**config.mk**
```make
export PLATFORM = sky130hd
export DESIGN_NAME = mips_main_fsm
export DESIGN_NICKNAME = d
export VERILOG_FILES = /design/src/rtl/mips_main_fsm.sv
export SDC_FILE = /design/constraint.sdc
export NUM_CORES = 1
export LEC_CHECK = 0
export ABC_CLOCK_PERIOD_IN_PS = 3950
export BUFFER_PORTS_ARGS = -buffer_cell sky130_fd_sc_hd__buf_2
export CORE_ASPECT_RATIO = 1.1
export CORE_MARGIN = 3
export CORE_UTILIZATION = 47
export DETAILED_ROUTE_END_ITERATION = 12
export PLACE_DENSITY = 0.83
export SLEW_MARGIN = 20
export SYNTH_ARGS = -nofsm -noshare
export SYNTH_HDL_FRONTEND = slang
export SYNTH_SLANG_ARGS = --single-unit
```
**constraint.sdc**
```tcl
create_clock -name clk -period 3.95 [get_ports clk]
set_input_delay 0.9875 -clock clk [delete_from_list [all_inputs] [get_ports clk]]
set_output_delay 0.9875 -clock clk [all_outputs]
set_load 0.05 [all_outputs]
```
**src/rtl/mips_main_fsm.sv**
```systemverilog
// mips_main_fsm
//
// Multi-cycle main control FSM for the non-pipelined MIPS core. Steps each
// instruction through fetch / decode / execute / memory / writeback and
// drives every datapath enable and mux select.
//
// Ports
//   clk        core clock
//   rst        synchronous, active-high reset
//   op         IR[31:26]; valid from DECODE until the next FETCH
//   funct      IR[5:0]
//   zero       ALU zero flag (combinational, current cycle)
//   ALUOp      00 add, 01 branch subtract, 10 R-type funct, 11 I-type op
//   ALUSrcA    00 PC, 01 reg A, 10 constant 0
//   ALUSrcB    00 reg B, 01 constant 4, 10 ext imm, 11 sext imm << 2
//   ImmSel     00 sign-extend, 01 zero-extend, 10 imm << 16
//   PCSrc      00 ALUResult, 01 ALUOut, 10 jump target, 11 reg A
//   IorD       memory address: 0 PC, 1 ALUOut
//   IRWrite, MemWrite, RegWrite, PCWrite   write enables
//   PCEn       final PC enable (PCWrite or taken branch)
//   RegDst     0 rt, 1 rd
//   MemtoReg   0 ALUOut, 1 data register
//   IllegalOp  one-cycle pulse in DECODE of an unsupported opcode
//   State      current state encoding (debug)

module mips_main_fsm (
  input  logic       clk,
  input  logic       rst,
  input  logic [5:0] op,
  input  logic [5:0] funct,
  input  logic       zero,
  output logic [1:0] ALUOp,
  output logic [1:0] ALUSrcA,
  output logic [1:0] ALUSrcB,
  output logic [1:0] ImmSel,
  output logic [1:0] PCSrc,
  output logic       IorD,
  output logic       IRWrite,
  output logic       MemWrite,
  output logic       RegWrite,
  output logic       PCWrite,
  output logic       PCEn,
  output logic       RegDst,
  output logic       MemtoReg,
  output logic       IllegalOp,
  output logic [3:0] State
);

  typedef enum logic [5:0] {
    OP_RTYPE = 6'b000000,
    OP_J     = 6'b000010,
    OP_BEQ   = 6'b000100,
    OP_BNE   = 6'b000101,
    OP_ADDI  = 6'b001000,
    OP_ANDI  = 6'b001100,
    OP_ORI   = 6'b001101,
    OP_LUI   = 6'b001111,
    OP_LW    = 6'b100011,
    OP_SW    = 6'b101011
  } mips_op_e;

  typedef enum logic [5:0] {
    FN_JR = 6'b001000
  } mips_funct_e;

  typedef enum logic [3:0] {
    S_FETCH   = 4'd0,
    S_DECODE  = 4'd1,
    S_MEMADR  = 4'd2,
    S_MEMRD   = 4'd3,
    S_MEMWB   = 4'd4,
    S_MEMWR   = 4'd5,
    S_EXECUTE = 4'd6,
    S_ALUWB   = 4'd7,
    S_BRANCH  = 4'd8,
    S_IEXEC   = 4'd9,
    S_IWB     = 4'd10,
    S_JUMP    = 4'd11,
    S_JR      = 4'd12
  } state_e;

  state_e state;
  state_e state_nxt;

  // Raw (ungated) enables; reset masks them below.
  logic irwrite_raw;
  logic memwrite_raw;
  logic regwrite_raw;
  logic pcwrite_raw;
  logic illegal_raw;
  logic branch_taken;

  always_ff @(posedge clk) begin
    if (rst) begin
      state <= S_FETCH;
    end else begin
      state <= state_nxt;
    end
  end

  // Next-state logic. op/funct only matter in DECODE and MEMADR.
  always_comb begin
    state_nxt = S_FETCH;
    case (state)
      S_FETCH:  state_nxt = S_DECODE;
      S_DECODE: begin
        case (op)
          OP_LW, OP_SW:                     state_nxt = S_MEMADR;
          OP_RTYPE:                         state_nxt = (funct == FN_JR) ? S_JR : S_EXECUTE;
          OP_BEQ, OP_BNE:                   state_nxt = S_BRANCH;
          OP_ADDI, OP_ANDI, OP_ORI, OP_LUI: state_nxt = S_IEXEC;
          OP_J:                             state_nxt = S_JUMP;
          default:                          state_nxt = S_FETCH;
        endcase
      end
      S_MEMADR: begin
        if (op == OP_LW) begin
          state_nxt = S_MEMRD;
        end else if (op == OP_SW) begin
          state_nxt = S_MEMWR;
        end else begin
          state_nxt = S_FETCH;
        end
      end
      S_MEMRD:   state_nxt = S_MEMWB;
      S_MEMWB:   state_nxt = S_FETCH;
      S_MEMWR:   state_nxt = S_FETCH;
      S_EXECUTE: state_nxt = S_ALUWB;
      S_ALUWB:   state_nxt = S_FETCH;
      S_BRANCH:  state_nxt = S_FETCH;
      S_IEXEC:   state_nxt = S_IWB;
      S_IWB:     state_nxt = S_FETCH;
      S_JUMP:    state_nxt = S_FETCH;
      S_JR:      state_nxt = S_FETCH;
      default:   state_nxt = S_FETCH;
    endcase
  end

  // Output decode. Moore on state, except the IEXEC operand selects which
  // follow the live opcode.
  always_comb begin
    ALUOp        = '0;
    ALUSrcA      = '0;
    ALUSrcB      = '0;
    ImmSel       = '0;
    PCSrc        = '0;
    IorD         = 1'b0;
    RegDst       = 1'b0;
    MemtoReg     = 1'b0;
    irwrite_raw  = 1'b0;
    memwrite_raw = 1'b0;
    regwrite_raw = 1'b0;
    pcwrite_raw  = 1'b0;
    illegal_raw  = 1'b0;
    case (state)
      S_FETCH: begin
        ALUSrcB     = 2'b01;
        irwrite_raw = 1'b1;
        pcwrite_raw = 1'b1;
      end
      S_DECODE: begin
        // Precompute the branch target into ALUOut.
        ALUSrcB = 2'b11;
        case (op)
          OP_LW, OP_SW, OP_RTYPE, OP_BEQ, OP_BNE,
          OP_ADDI, OP_ANDI, OP_ORI, OP_LUI, OP_J: illegal_raw = 1'b0;
          default:                                illegal_raw = 1'b1;
        endcase
      end
      S_MEMADR: begin
        ALUSrcA = 2'b01;
        ALUSrcB = 2'b10;
      end
      S_MEMRD: begin
        IorD = 1'b1;
      end
      S_MEMWB: begin
        MemtoReg     = 1'b1;
        regwrite_raw = 1'b1;
      end
      S_MEMWR: begin
        IorD         = 1'b1;
        memwrite_raw = 1'b1;
      end
      S_EXECUTE: begin
        ALUSrcA = 2'b01;
        ALUOp   = 2'b10;
      end
      S_ALUWB: begin
        RegDst       = 1'b1;
        regwrite_raw = 1'b1;
      end
      S_BRANCH: begin
        ALUSrcA = 2'b01;
        ALUOp   = 2'b01;
        PCSrc   = 2'b01;
      end
      S_IEXEC: begin
        ALUSrcB = 2'b10;
        ALUOp   = 2'b11;
        case (op)
          OP_ADDI: begin
            ALUSrcA = 2'b01;
            ImmSel  = 2'b00;
          end
          OP_ANDI, OP_ORI: begin
            ALUSrcA = 2'b01;
            ImmSel  = 2'b01;
          end
          OP_LUI: begin
            ALUSrcA = 2'b10;
            ImmSel  = 2'b10;
          end
          default: begin
            ALUSrcA = 2'b00;
            ImmSel  = 2'b00;
          end
        endcase
      end
      S_IWB: begin
        regwrite_raw = 1'b1;
      end
      S_JUMP: begin
        PCSrc       = 2'b10;
        pcwrite_raw = 1'b1;
      end
      S_JR: begin
        PCSrc       = 2'b11;
        pcwrite_raw = 1'b1;
      end
      default: begin
        ALUOp = '0;
      end
    endcase
  end

  // BEQ takes on zero, anything else in BRANCH (BNE) takes on not-zero.
  assign branch_taken = (state == S_BRANCH) && ((op == OP_BEQ) ? zero : ~zero);

  assign IRWrite   = irwrite_raw  & ~rst;
  assign MemWrite  = memwrite_raw & ~rst;
  assign RegWrite  = regwrite_raw & ~rst;
  assign PCWrite   = pcwrite_raw  & ~rst;
  assign IllegalOp = illegal_raw  & ~rst;
  assign PCEn      = (pcwrite_raw | branch_taken) & ~rst;
  assign State     = state;

endmodule

```
# After elaboration in Yosys (flattened, before gate mapping)
# Index checks and enable logic that the tools add are counted.
[word_totals]
word_cells = 68
ram_bits = 0
mem_count = 0
latch_bits = 0
in_bits = 15
reg_bits = 4
romBits = 0
[op_classes]
eq_ne = 22
magnitude_cmp = 0
muxes = 22
reduce_logical = 14
n_div = 0
shifts = 0
bitwise = 9
mul = 0
add_sub_neg = 0
[op_table]
columns = ["operator", "n"]
rows = [
  ["6-bit by 4-bit equality test with 1-bit output (second input constant)", 5],
  ["4-bit one-hot mux with 6 select lines", 1],
  ["4-bit equality test (second input constant)", 5],
  ["4-bit one-hot mux with 5 select lines", 1],
  ["2-bit one-hot mux with 3 select lines", 3],
  ["4-bit by 3-bit equality test with 1-bit output (second input constant)", 4],
  ["6-bit by 3-bit equality test with 1-bit output (second input constant)", 2],
  ["6-bit equality test (second input constant)", 2],
  ["2-bit one-hot mux with 2 select lines", 3],
  ["3-bit OR reduction", 4],
  ["1-bit 2-to-1 mux", 10],
  ["10-bit OR reduction", 1],
  ["2-bit OR reduction", 5],
  ["4-bit by 2-bit equality test with 1-bit output (second input constant)", 2],
  ["1-bit bitwise AND", 6],
  ["6-bit by 2-bit equality test with 1-bit output (second input constant)", 1],
  ["6-bit logical NOT", 1],
  ["3-bit 2-to-1 mux", 2],
  ["4-bit by 1-bit equality test with 1-bit output (second input constant)", 1],
  ["4-bit logical NOT", 1],
  ["4-bit 2-to-1 mux", 1],
  ["4-bit OR reduction", 1],
  ["2-bit 2-to-1 mux", 1],
  ["1-bit NOT", 2],
  ["other kinds (2)", 2],
]

# Depth between registers and ports, before layout
[logic_depth]
ltp_word = 5
depth_mapped = 6
ltp_nobuf = 4

# Worst setup path after synthesis
# OpenSTA, ideal clock, no wires.
[synth_path]
kind = "register -> output"
start = "register state[3] (netlist: State[3])"
end = "output PCEn"
arrival_ns = 3.448
path_slack_ns = -0.485
path_stages_with_launch = 6
required_ns = 2.963
path_cell_list = "dfxtp_1 buf_4 inv_1 nor3_1 nor2_1 a211oi_1"
[synth_via]
elab_chain_len = 5
[synth_rtl]
columns = ["element", "line_no", "rtl"]
rows = [
  ["start: declaration", "82", "state_e state;"],
  ["start signal: assignment", "97", "state <= state_nxt;"],
  ["4-bit equality test / 4-bit logical NOT (equally long branches)", "155", "case (state)"],
  ["3-bit OR reduction (no line)", "n/a", ""],
  ["1-bit 2-to-1 mux", "155", ""],
  ["1-bit OR (*)", "245", "assign PCEn = (pcwrite_raw | branch_taken) & ~rst;"],
  ["1-bit bitwise AND (*)", "245", ""],
  ["end: declaration", "42", "output logic PCEn,"],
]
# Mark *: on every way between the ends. The rest lies on a longest branch, timed or not.

# Worst setup path after layout
[layout_path]
start = "input op[1]"
end = "output PCEn"
[layout_via]
elab_chain_len = 5
[layout_rtl]
columns = ["element", "line_no", "rtl"]
rows = [
  ["start: declaration", "29", "input logic [5:0] op,"],
  ["6-bit by 3-bit equality test with 1-bit output", "238", "assign branch_taken = (state == S_BRANCH) && ((op == OP_BEQ) ? zero : ~zero);"],
  ["1-bit 2-to-1 mux", "238", ""],
  ["1-bit logical AND", "238", ""],
  ["1-bit OR", "245", ""],
  ["1-bit bitwise AND", "245", ""],
]
# Every way passes these cells.

==> flow_summary.toml <==
[run_status]
outcome = "complete, no violations"

[floorplan]
coreArea_sq_mm = 0.00128
dieArea_sq_mm = 0.00198
die_h_um = 46.4
initial_core_util_pct = 54.1
rows = 13
die_w_um = 42.7
io_pins = 38

[clock_network]
clock-sinks = 4
clock-root-buffer = "clkbuf_4"
cts_tree = "built"
cts_inserted_buffers = 3
clk_latency_ns = 0.24
cts-resized-gates = 0
clkTransAtPathRegs_ns = 0.04
ctsHoldBuffers = 0
cts_buffer_depth = 2
post_cts_buffers = 0
htree_num_levels = 1

[power_and_ir_drop]
power_density_mw_per_mm2 = 207
pwr-share-comb_pct = 44.7
leakagePower_nw = 0.377
power_frac_seq_pct = 26.4
p_int_mw = 0.100
power_switching_mw = 0.0797
switching_share_pct = 44.2
irDropWorstVdd_mv = 0.190
clockPowerShare_pct = 28.9

[detailed_routing]
avgViaCountPerCell = 6.24
drt_iter0_markers = 20
vias = 924
routed_wirelength_mm = 2.02
route.detailed.drc = 0
wl_per_cell_um = 13.6
firstDrtPassIters = 4
antenna_left = 0

[logic_synthesis]
synth_edf_count = 0
synth_top_family_by_area = "simple AND/OR/NAND/NOR gates"
synthFlopType = "dfxtp_1"
yosys_warnings = 0
synth_mux_area_share_pct = 2.88
synthCells = 102
synth-compound-area-share_pct = 28.1
yosysSeqAreaShare_pct = 11.5
synthAdderAreaFrac_pct = 0
netlist_area_sq_um = 696
yosys.area_share.simple_pct = 45.0
synth_cell_types = 42
syn_nets = 117
syn_area_per_cell_sq_um = 6.82
async_reset_ff_share_pct = 0
synth_xor_area_share_pct = 1.26
synth_seq_cells = 4

[run]
max_cap_violations = 0

[setup_path]
critPathBufInv = 2
critical_path.slowest_cell = "nor3_2"
worstPathCellList = "buf_2 > nor3_2 > nand3_1 > xnor2_1 > a211oi_2 > buf_2"
path_common_cell = "buf_2"
reg2reg_depth = 3
r2r-end = "State[1]"
slowest_delay_ns = 0.32
endpoint_kind = "output pin"
r2r_start = "State[0]"
cpLargestDelayFamily = "simple AND/OR/NAND/NOR gates"
start_kind = "input pin"
worst_ep_arrival_time_ns = 2.22
cp_max_fo = 7
worstPathRequired_ns = 2.96
setup.worst_path.class = "in -> out"
r2r_slack_ns = 2.37

[timing]
whs_ns = 0.672
hold_violations = 0
post-route-min-period_ns = 3.21
worstMarginPinSlew_ns = 0.574
fin_worst_skew_ns = 0.00669
rsz0062_at_grt = "false"
finalCritPeriodShare_pct = 81.1
slew_headroom_pct = 61.7
final_max_slew_viol_count = 0
max_freq_ghz = 0.312
layout_setup_ws_ns = 0.745
setup_viol = 0

[layout]
drive_above_1_share_pct = 36.8
antennaDiodeCount = 0
design_area_sq_um = 870
largest_reg_flops = 4
syn_to_final_growth_pct = 25.0
final_cells = 148
fillCellCount = 122
multi_input_area_sq_um = 548
regArea_sq_um = 80.1
nNetsFinal = 150

[place]
pre_cts_slack_ns = 0.769
dp.cells = 145
gp_congestion = 0.876
port_buffers = 37
placed_area_sq_um = 847
dp_hpwl_mm = 1.51

[global_routing]
grt_start_max_net_pins = 20
grt_first_pass_wirelength_mm = 3.48
gr-total-overflow = 0
grt.total_usage_pct = 22.5
antenna_found_initial = 0
first_global_vias = 806

[worst_hold_path]
whs_endpoint = "State[0]"
hold_class = "reg -> reg"
hold_start = "State[0]"
min_path_cells = 1
cell usage in the layout, fill, tap and decap left out, types with 3 or more instances in the layout:
master    count
buf_2        37
nor2_1       13
a21oi_1      12
nor3_1        9
nand2b_1      8
dfxtp_1       4
nand3_1       4
inv_1         3
nand2_1       3
clkbuf_4      3
synth_stat cells, types with 2 or more instances:
library cell,instances,area share [%]
a211oi_1,3,3.2
a21oi_1,12,8.6
a31oi_1,2,1.8
buf_2,4,2.9
buf_4,2,2.2
dfxtp_1,4,12
inv_1,3,1.6
mux2i_1,2,2.9
nand2_1,3,1.6
nand2b_1,8,7.2
nand3_1,4,2.9
nor2_1,13,7.0
nor3_1,9,6.5
o211ai_1,2,2.2
o21a_1,2,2.2
o21ai_0,2,1.4
or3_1,2,1.8
stage by stage:
stage | util [%] | power (mW) | setup TNS, ns
detailed placement | 65.9 | 0.128 | 0
floorplan | - | 0.107 | -0.0934
finish | 67.7 | 0.180 | 0
global placement | 65.9 | 0.126 | 0
CTS | 67.7 | 0.181 | 0
global route | 67.7 | 0.192 | 0
worst register-to-register path, cell delays in order, from the launching register on:
cell and delay, ns:
dfxtp_1 0.61, nand2b_1 0.26, or4_1 0.48, o32ai_1 0.13
final cells by class:
| type | count | area share, % |
|---|---|---|
| Inverter | 4 | 1.73 |
| Timing Repair Buffer | 37 | 21.3 |
| Clock buffer | 3 | 2.59 |
| Multi-Input combinational cell | 85 | 63.0 |
| Sequential cell | 4 | 9.21 |
| Tap cell | 15 | 2.16 |
power by group through the flow:
stage | logic (mW) | registers, mW | clock network (mW)
2_1_floorplan | 0.0578 | 0.0489 | 0
3_3_place_gp | 0.0780 | 0.0479 | 0
3_5_place_dp | 0.0799 | 0.0481 | 0
4_1_cts | 0.0801 | 0.0474 | 0.0538
5_1_grt | 0.0868 | 0.0483 | 0.0567
6_report | 0.0805 | 0.0475 | 0.0521
cell families (layout without fill, tap and decap cells):
group | count (synthesis) | after routing
multiplexers | 2 | 2
flip-flops | 4 | 4
buffers and inverters | 13 | 44
AO/OA/AOI/OAI | 29 | 29
AND/OR/NAND/NOR | 53 | 53
XOR/XNOR | 1 | 1
how the worst max path moves through the flow:
stage | from | to | slack, ns | cells past startpoint
3_5_place_dp | op[1] | PCEn | 0.77 | 6
3_3_place_gp | op[1] | PCEn | 0.83 | 6
5_1_grt | op[1] | PCEn | 0.62 | 6
6_report | op[1] | PCEn | 0.74 | 6
2_1_floorplan | State[3] | ALUSrcA[0] | -0.05 | 5
4_1_cts | op[1] | PCEn | 0.76 | 6
metal layers:
layer  track usage (%)  routed length [um]
met5                 0                   0
met4              4.35                  11
met3              5.47                 181
met2              38.3                1010
met1              29.0                 815
Power figures use the tool's default switching activity.
